File: src/rtl/pc_unit.sv
// ----------------------------------------------------------------------------
// pc_unit
//
// Program counter for the MiniRISC core with a small circular return-address
// stack (RAS). It holds the fetch address and picks the next one each cycle.
// The choices are sequential, branch/jump, call, return and tail call (call
// and ret together).
//
// Ports:
//   clk            system clock, all state updates on the rising edge
//   rst            synchronous active-high reset, overrides every other input
//   stall          hold PC, RAS and flags this cycle
//   branch_taken   load branch_target (ignored while call or ret is high)
//   call           jump to branch_target and push pc_seq
//   ret            pop the RAS top into the PC
//   branch_target  target address for branch_taken / call
//   pc_out         registered fetch address
//   pc_seq         pc_out + STEP, combinational (the link value)
//   ras_count      number of valid RAS entries
//   ras_empty      ras_count == 0
//   ras_full       ras_count == RAS_DEPTH
//   ras_overflow   sticky, set when a push happens while the RAS is full
//   ras_underflow  sticky, set when a pop happens while the RAS is empty
// ----------------------------------------------------------------------------
module pc_unit #(
    parameter int               WIDTH     = 32,
    parameter int               STEP      = 1,
    parameter logic [WIDTH-1:0] RESET_VEC = '0,
    parameter int               RAS_DEPTH = 4
) (
    input  logic                           clk,
    input  logic                           rst,
    input  logic                           stall,
    input  logic                           branch_taken,
    input  logic                           call,
    input  logic                           ret,
    input  logic [WIDTH-1:0]               branch_target,
    output logic [WIDTH-1:0]               pc_out,
    output logic [WIDTH-1:0]               pc_seq,
    output logic [$clog2(RAS_DEPTH):0]     ras_count,
    output logic                           ras_empty,
    output logic                           ras_full,
    output logic                           ras_overflow,
    output logic                           ras_underflow
);

    localparam int PTR_W = $clog2(RAS_DEPTH);
    localparam int CNT_W = PTR_W + 1;

    localparam logic [WIDTH-1:0] STEP_V   = WIDTH'(STEP);
    localparam logic [CNT_W-1:0] DEPTH_V  = CNT_W'(RAS_DEPTH);
    localparam logic [CNT_W-1:0] CNT_ONE  = CNT_W'(1);
    localparam logic [PTR_W-1:0] PTR_ONE  = PTR_W'(1);

    // Return-address storage. Contents are not reset; validity is tracked
    // by ras_count alone.
    logic [WIDTH-1:0] ras_mem [RAS_DEPTH];

    // Write pointer: next free slot. The top of stack sits at ptr-1. Because
    // RAS_DEPTH is a power of two, the pointer wraps by plain overflow, and
    // when the stack is full ptr points at the oldest entry. A push there
    // therefore overwrites the oldest return address.
    logic [PTR_W-1:0] ptr;
    logic [CNT_W-1:0] count;
    logic             ovf_q;
    logic             unf_q;

    logic [PTR_W-1:0] top_idx;
    logic             empty;
    logic             full;

    logic [WIDTH-1:0] next_pc;
    logic [PTR_W-1:0] next_ptr;
    logic [CNT_W-1:0] next_count;
    logic             next_ovf;
    logic             next_unf;
    logic             wr_en;
    logic [PTR_W-1:0] wr_idx;

    always_comb begin
        pc_seq  = pc_out + STEP_V;
        top_idx = ptr - PTR_ONE;
        empty   = (count == '0);
        full    = (count == DEPTH_V);
    end

    // Next-state selection. The priority order is stall, tail call, return,
    // call, branch, then sequential.
    always_comb begin
        next_pc    = pc_seq;
        next_ptr   = ptr;
        next_count = count;
        next_ovf   = ovf_q;
        next_unf   = unf_q;
        wr_en      = 1'b0;
        wr_idx     = ptr;

        if (stall) begin
            next_pc = pc_out;
        end else if (ret && call) begin
            // Tail call: the current frame's return address is replaced by
            // the new link. On an empty stack the pop half underflows, so
            // only the push half takes effect.
            next_pc = branch_target;
            wr_en   = 1'b1;
            if (empty) begin
                wr_idx     = ptr;
                next_ptr   = ptr + PTR_ONE;
                next_count = CNT_ONE;
                next_unf   = 1'b1;
            end else begin
                wr_idx = top_idx;
            end
        end else if (ret) begin
            if (empty) begin
                next_unf = 1'b1;
            end else begin
                next_pc    = ras_mem[top_idx];
                next_ptr   = top_idx;
                next_count = count - CNT_ONE;
            end
        end else if (call) begin
            next_pc  = branch_target;
            wr_en    = 1'b1;
            wr_idx   = ptr;
            next_ptr = ptr + PTR_ONE;
            if (full) begin
                next_ovf = 1'b1;
            end else begin
                next_count = count + CNT_ONE;
            end
        end else if (branch_taken) begin
            next_pc = branch_target;
        end
    end

    always_ff @(posedge clk) begin
        if (rst) begin
            pc_out <= RESET_VEC;
            ptr    <= '0;
            count  <= '0;
            ovf_q  <= 1'b0;
            unf_q  <= 1'b0;
        end else begin
            pc_out <= next_pc;
            ptr    <= next_ptr;
            count  <= next_count;
            ovf_q  <= next_ovf;
            unf_q  <= next_unf;
        end
    end

    // Storage write. It is blocked during reset so that a call that arrives
    // together with rst leaves no trace.
    always_ff @(posedge clk) begin
        if (!rst && wr_en) begin
            ras_mem[wr_idx] <= pc_seq;
        end
    end

    assign ras_count     = count;
    assign ras_empty     = empty;
    assign ras_full      = full;
    assign ras_overflow  = ovf_q;
    assign ras_underflow = unf_q;

endmodule

File: config.mk
export PLATFORM = sky130hd
export DESIGN_NAME = pc_unit
export DESIGN_NICKNAME = d
export VERILOG_FILES = /design/src/rtl/pc_unit.sv
export SDC_FILE = /design/constraint.sdc
export NUM_CORES = 1
export LEC_CHECK = 0
export CAP_MARGIN = 20
export CELL_PAD_IN_SITES_DETAIL_PLACEMENT = 0
export CELL_PAD_IN_SITES_GLOBAL_PLACEMENT = 2
export CORE_ASPECT_RATIO = 1.1
export CORE_MARGIN = 2
export CORE_UTILIZATION = 39
export CTS_BUF_LIST = sky130_fd_sc_hd__clkbuf_4
export DETAILED_ROUTE_END_ITERATION = 8
export GPL_TIMING_DRIVEN = 0
export PLACE_DENSITY_LB_ADDON = 0.1
export SYNTH_ARGS = -nofsm -noshare
export SYNTH_HDL_FRONTEND = slang
export SYNTH_SLANG_ARGS = --single-unit
export TNS_END_PERCENT = 1
File: constraint.sdc
create_clock -name clk -period 3.9 [get_ports clk]
set_input_delay 0.78 -clock clk [delete_from_list [all_inputs] [get_ports clk]]
set_output_delay 0.78 -clock clk [all_outputs]
set_load 0.01 [all_outputs]
==> reports/qor.yml <==
status: "finished clean"
ys_types: 67
min_period_ns: 3.88
cp.required_ns: 3.12
synth_edf_count: 128
drtAntennaViolNets: 0
die_h_um: 152
wl_mm: 25.5
relSlewSlack_pct: 33.6
initial_core_util_pct: 39.6
finalCritPeriodShare_pct: 99.6
startpoint_type: "flop"
via_count: 5940
synth_xor_area_share_pct: 3.37
path_cells: "buf_2, nand4_4, or2_1, or4_4, xor2_1, inv_1, clkdlybuf4s50_1"
netlist_area_um2: 7810
synth-simple-area-share_pct: 11.0
via_per_inst: 5.97
yosysTopAreaCell: "edfxtp_1"
grt_max_degree: 22
dieArea_um2: 21200
yosys_most_used_dff: "edfxtp_1"
hp-class: "flop to flop"
cts_max_level: 4
critical_path_class: "flop to output pin"
die-width_um: 139
clk_path_buf_depth: 2
ys_ff_latch: 167
hold_viol_final: 0
layout_common_cells: "edfxtp_1 (128), clkdlybuf4s50_1 (106), nand2_1 (39)"
synth_top_family_by_area: "compound AO/OA/AOI/OAI gates"
p_total_uw: 3940
cellPowerDensity_nw_per_um2: 396
hold_buffers: 0
numCtsBuffers: 17
antenna_found_initial: 1
yosys-mux-area-fraction_pct: 9.78
grt_pass1_wl_mm: 38.1
synth_cells: 595
clock-sinks: 167
end_kind: "output pin"
slowest_stage: "clkdlybuf4s50_1"
slew_viol_final: 0
synthDominantCellAreaShare_pct: 49.2
synth.area.top_cells: "edfxtp_1 (49%), dfxtp_1 (10%), mux4_2 (9.2%), a221oi_1 (3.0%), xnor2_1 (2.5%)"
cp_slowest_stage_delay_ns: 0.56
nNetsFinal: 769
pin_count: 109
rows: 54
dpl.hpwl_mm: 17.5
fillerInstances: 1761
setup_viol: 0
finClkSkew_ns: 0.0287
grt_usage_pct: 24.3
syn_to_final_growth_pct: 27.6
finalNonFillerCells: 995
cts.reportedPaths.clkPinSlew_ns: 0.15
synthArstFlopShare_pct: 0
grt_pass1_vias: 6125
final_common_cell: "edfxtp_1"
ir_drop_uv: 228
portBuffers: 108
cp_data_arrival_time_ns: 3.10
hold_slack_ns: 0.509
dr.pass1.iters: 6
cts_tree: "built"
place_inst: 959
yosysSeqAreaShare_pct: 59.2
clock_latency_ns: 0.58
gp_congestion: 0.830
crit_fanout: 8
tightest_slew_ns: 0.989
final_layout_size_suffix_gt1_share_pct: 20.2
synth-compound-area-share_pct: 13.0
rsz0062_at_grt: "yes"
synthAdderAreaFrac_pct: 0.417
cellLeakagePower_uw: 0.00336
maxCapViolCount: 0
syn_nets: 635
cts_root_buf: "clkbuf_4"
avgSynthCellArea_um2: 13.1
wl_per_cell_um: 25.6
drc: 0
grt_overflow_total: 0
drt_iter0_markers: 435
yosysWarnings: 0
fmax_mhz: 258
core_area_um2: 19700
==> area by class of cell <==
class                           instances  area [um^2]  share of cell area [%]
Clock inverter                         14          211                    2.12
Tap cell                              252          315                    3.16
Sequential cell                       167         4650                    46.7
Multi-Input combinational cell        370         3200                    32.1
Clock buffer                           18          135                    1.36
Buffer                                 37          169                    1.69
Antenna cell                            1         2.50                  0.0251
Timing Repair Buffer                  118         1210                    12.1
Inverter                               18         67.6                   0.678
==> path summary, 6_finish.rpt <==
kind	start	cells past startpoint	slack, ns	end
max reg2reg	ptr[1]	7	0.57	ras_mem[1][30]
min reg2reg	ras_overflow	2	0.51	ras_overflow
min	ras_overflow	2	0.51	ras_overflow
max	pc_out[2]	7	0.02	pc_seq[27]
==> per-layer routing <==
layer  GRT usage [%]  wire length (um)  share of wire, %
met1            32.4             10700                42
met2            39.8             12400                49
met3            4.97              1760               6.9
met4            8.03               576               2.3
met5               0                 0                 0
==> synthesized netlist by cell type, types with 2 or more instances <==
library cell / number
mux4_2: 32
buf_4: 2
nor3_1: 9
xor2_1: 8
and2_1: 4
a221o_1: 6
nor4_1: 7
a21o_1: 7
nor2_2: 2
o221ai_1: 2
o21a_1: 3
mux2_2: 2
mux2i_1: 2
edfxtp_1: 128
o211a_1: 2
o31a_1: 3
nand2b_1: 2
or2_2: 4
o21ai_0: 33
and4_1: 5
nor2_1: 18
buf_2: 10
a211oi_1: 2
o31ai_1: 3
a41oi_1: 3
nand3_1: 26
xnor2_1: 22
and3_1: 7
o21ai_1: 2
nor3_2: 3
clkbuf_1: 27
dfxtp_1: 39
o2111a_1: 3
inv_1: 16
a21oi_1: 33
nand4_1: 10
a221oi_1: 27
or3_1: 5
nand2_1: 41
a31oi_1: 8
==> registers in the layout, summed over array words and instances, names as in the netlist <==
| register | count |
|---|---|
| ras_overflow | 1 |
| ras_mem | 128 |
| pc_out | 32 |
| ptr | 2 |
| ras_count | 3 |
| ras_underflow | 1 |
==> power breakdown <==
part / switching (uW) / internal [uW] / total [uW]
Clock: 680 / 539 / 1220
Sequential: 70.6 / 1990 / 2060
Combinational: 362 / 307 / 669
==> what timing repair did <==
item,in CTS,in global routing
buffers inserted,4,2
setup endpoints to repair,21,15
resized for setup,42,17
pin swaps,2,4
==> worst max-delay path: cells and delay by family, from the launching register on <==
family | cells | cell delay, ns
buffers and inverters | 3 | 0.93
xor gates and xnor gates | 1 | 0.18
DFF | 1 | 0.39
and+or+nand+nor | 3 | 1.05
==> cell families (layout without fill, tap and decap cells) <==
logic type | after synthesis | after routing
multiplexers | 36 | 36
AND/OR/NAND/NOR | 155 | 155
other | 0 | 1
adder cells (fa/ha/maj) | 2 | 2
XOR/XNOR | 30 | 30
buffers and inverters | 58 | 205
AO/OA/AOI/OAI | 147 | 147
flip-flops | 167 | 167
==> through the flow <==
stage                     setup WS [ns]  TNS, ns  utilization, %  cell area (um^2)
after global routing            -0.0635   -0.302            50.5              9970
after CTS                       -0.0252  -0.0386            50.1              9890
after floorplan                   0.308        0               -              7810
final                            0.0171        0            50.5              9970
after detailed placement          0.110        0            47.2              9320
after global placement            -2.11  -213.72            46.7              9200
No activity file was read; power rests on OpenSTA's default activity.
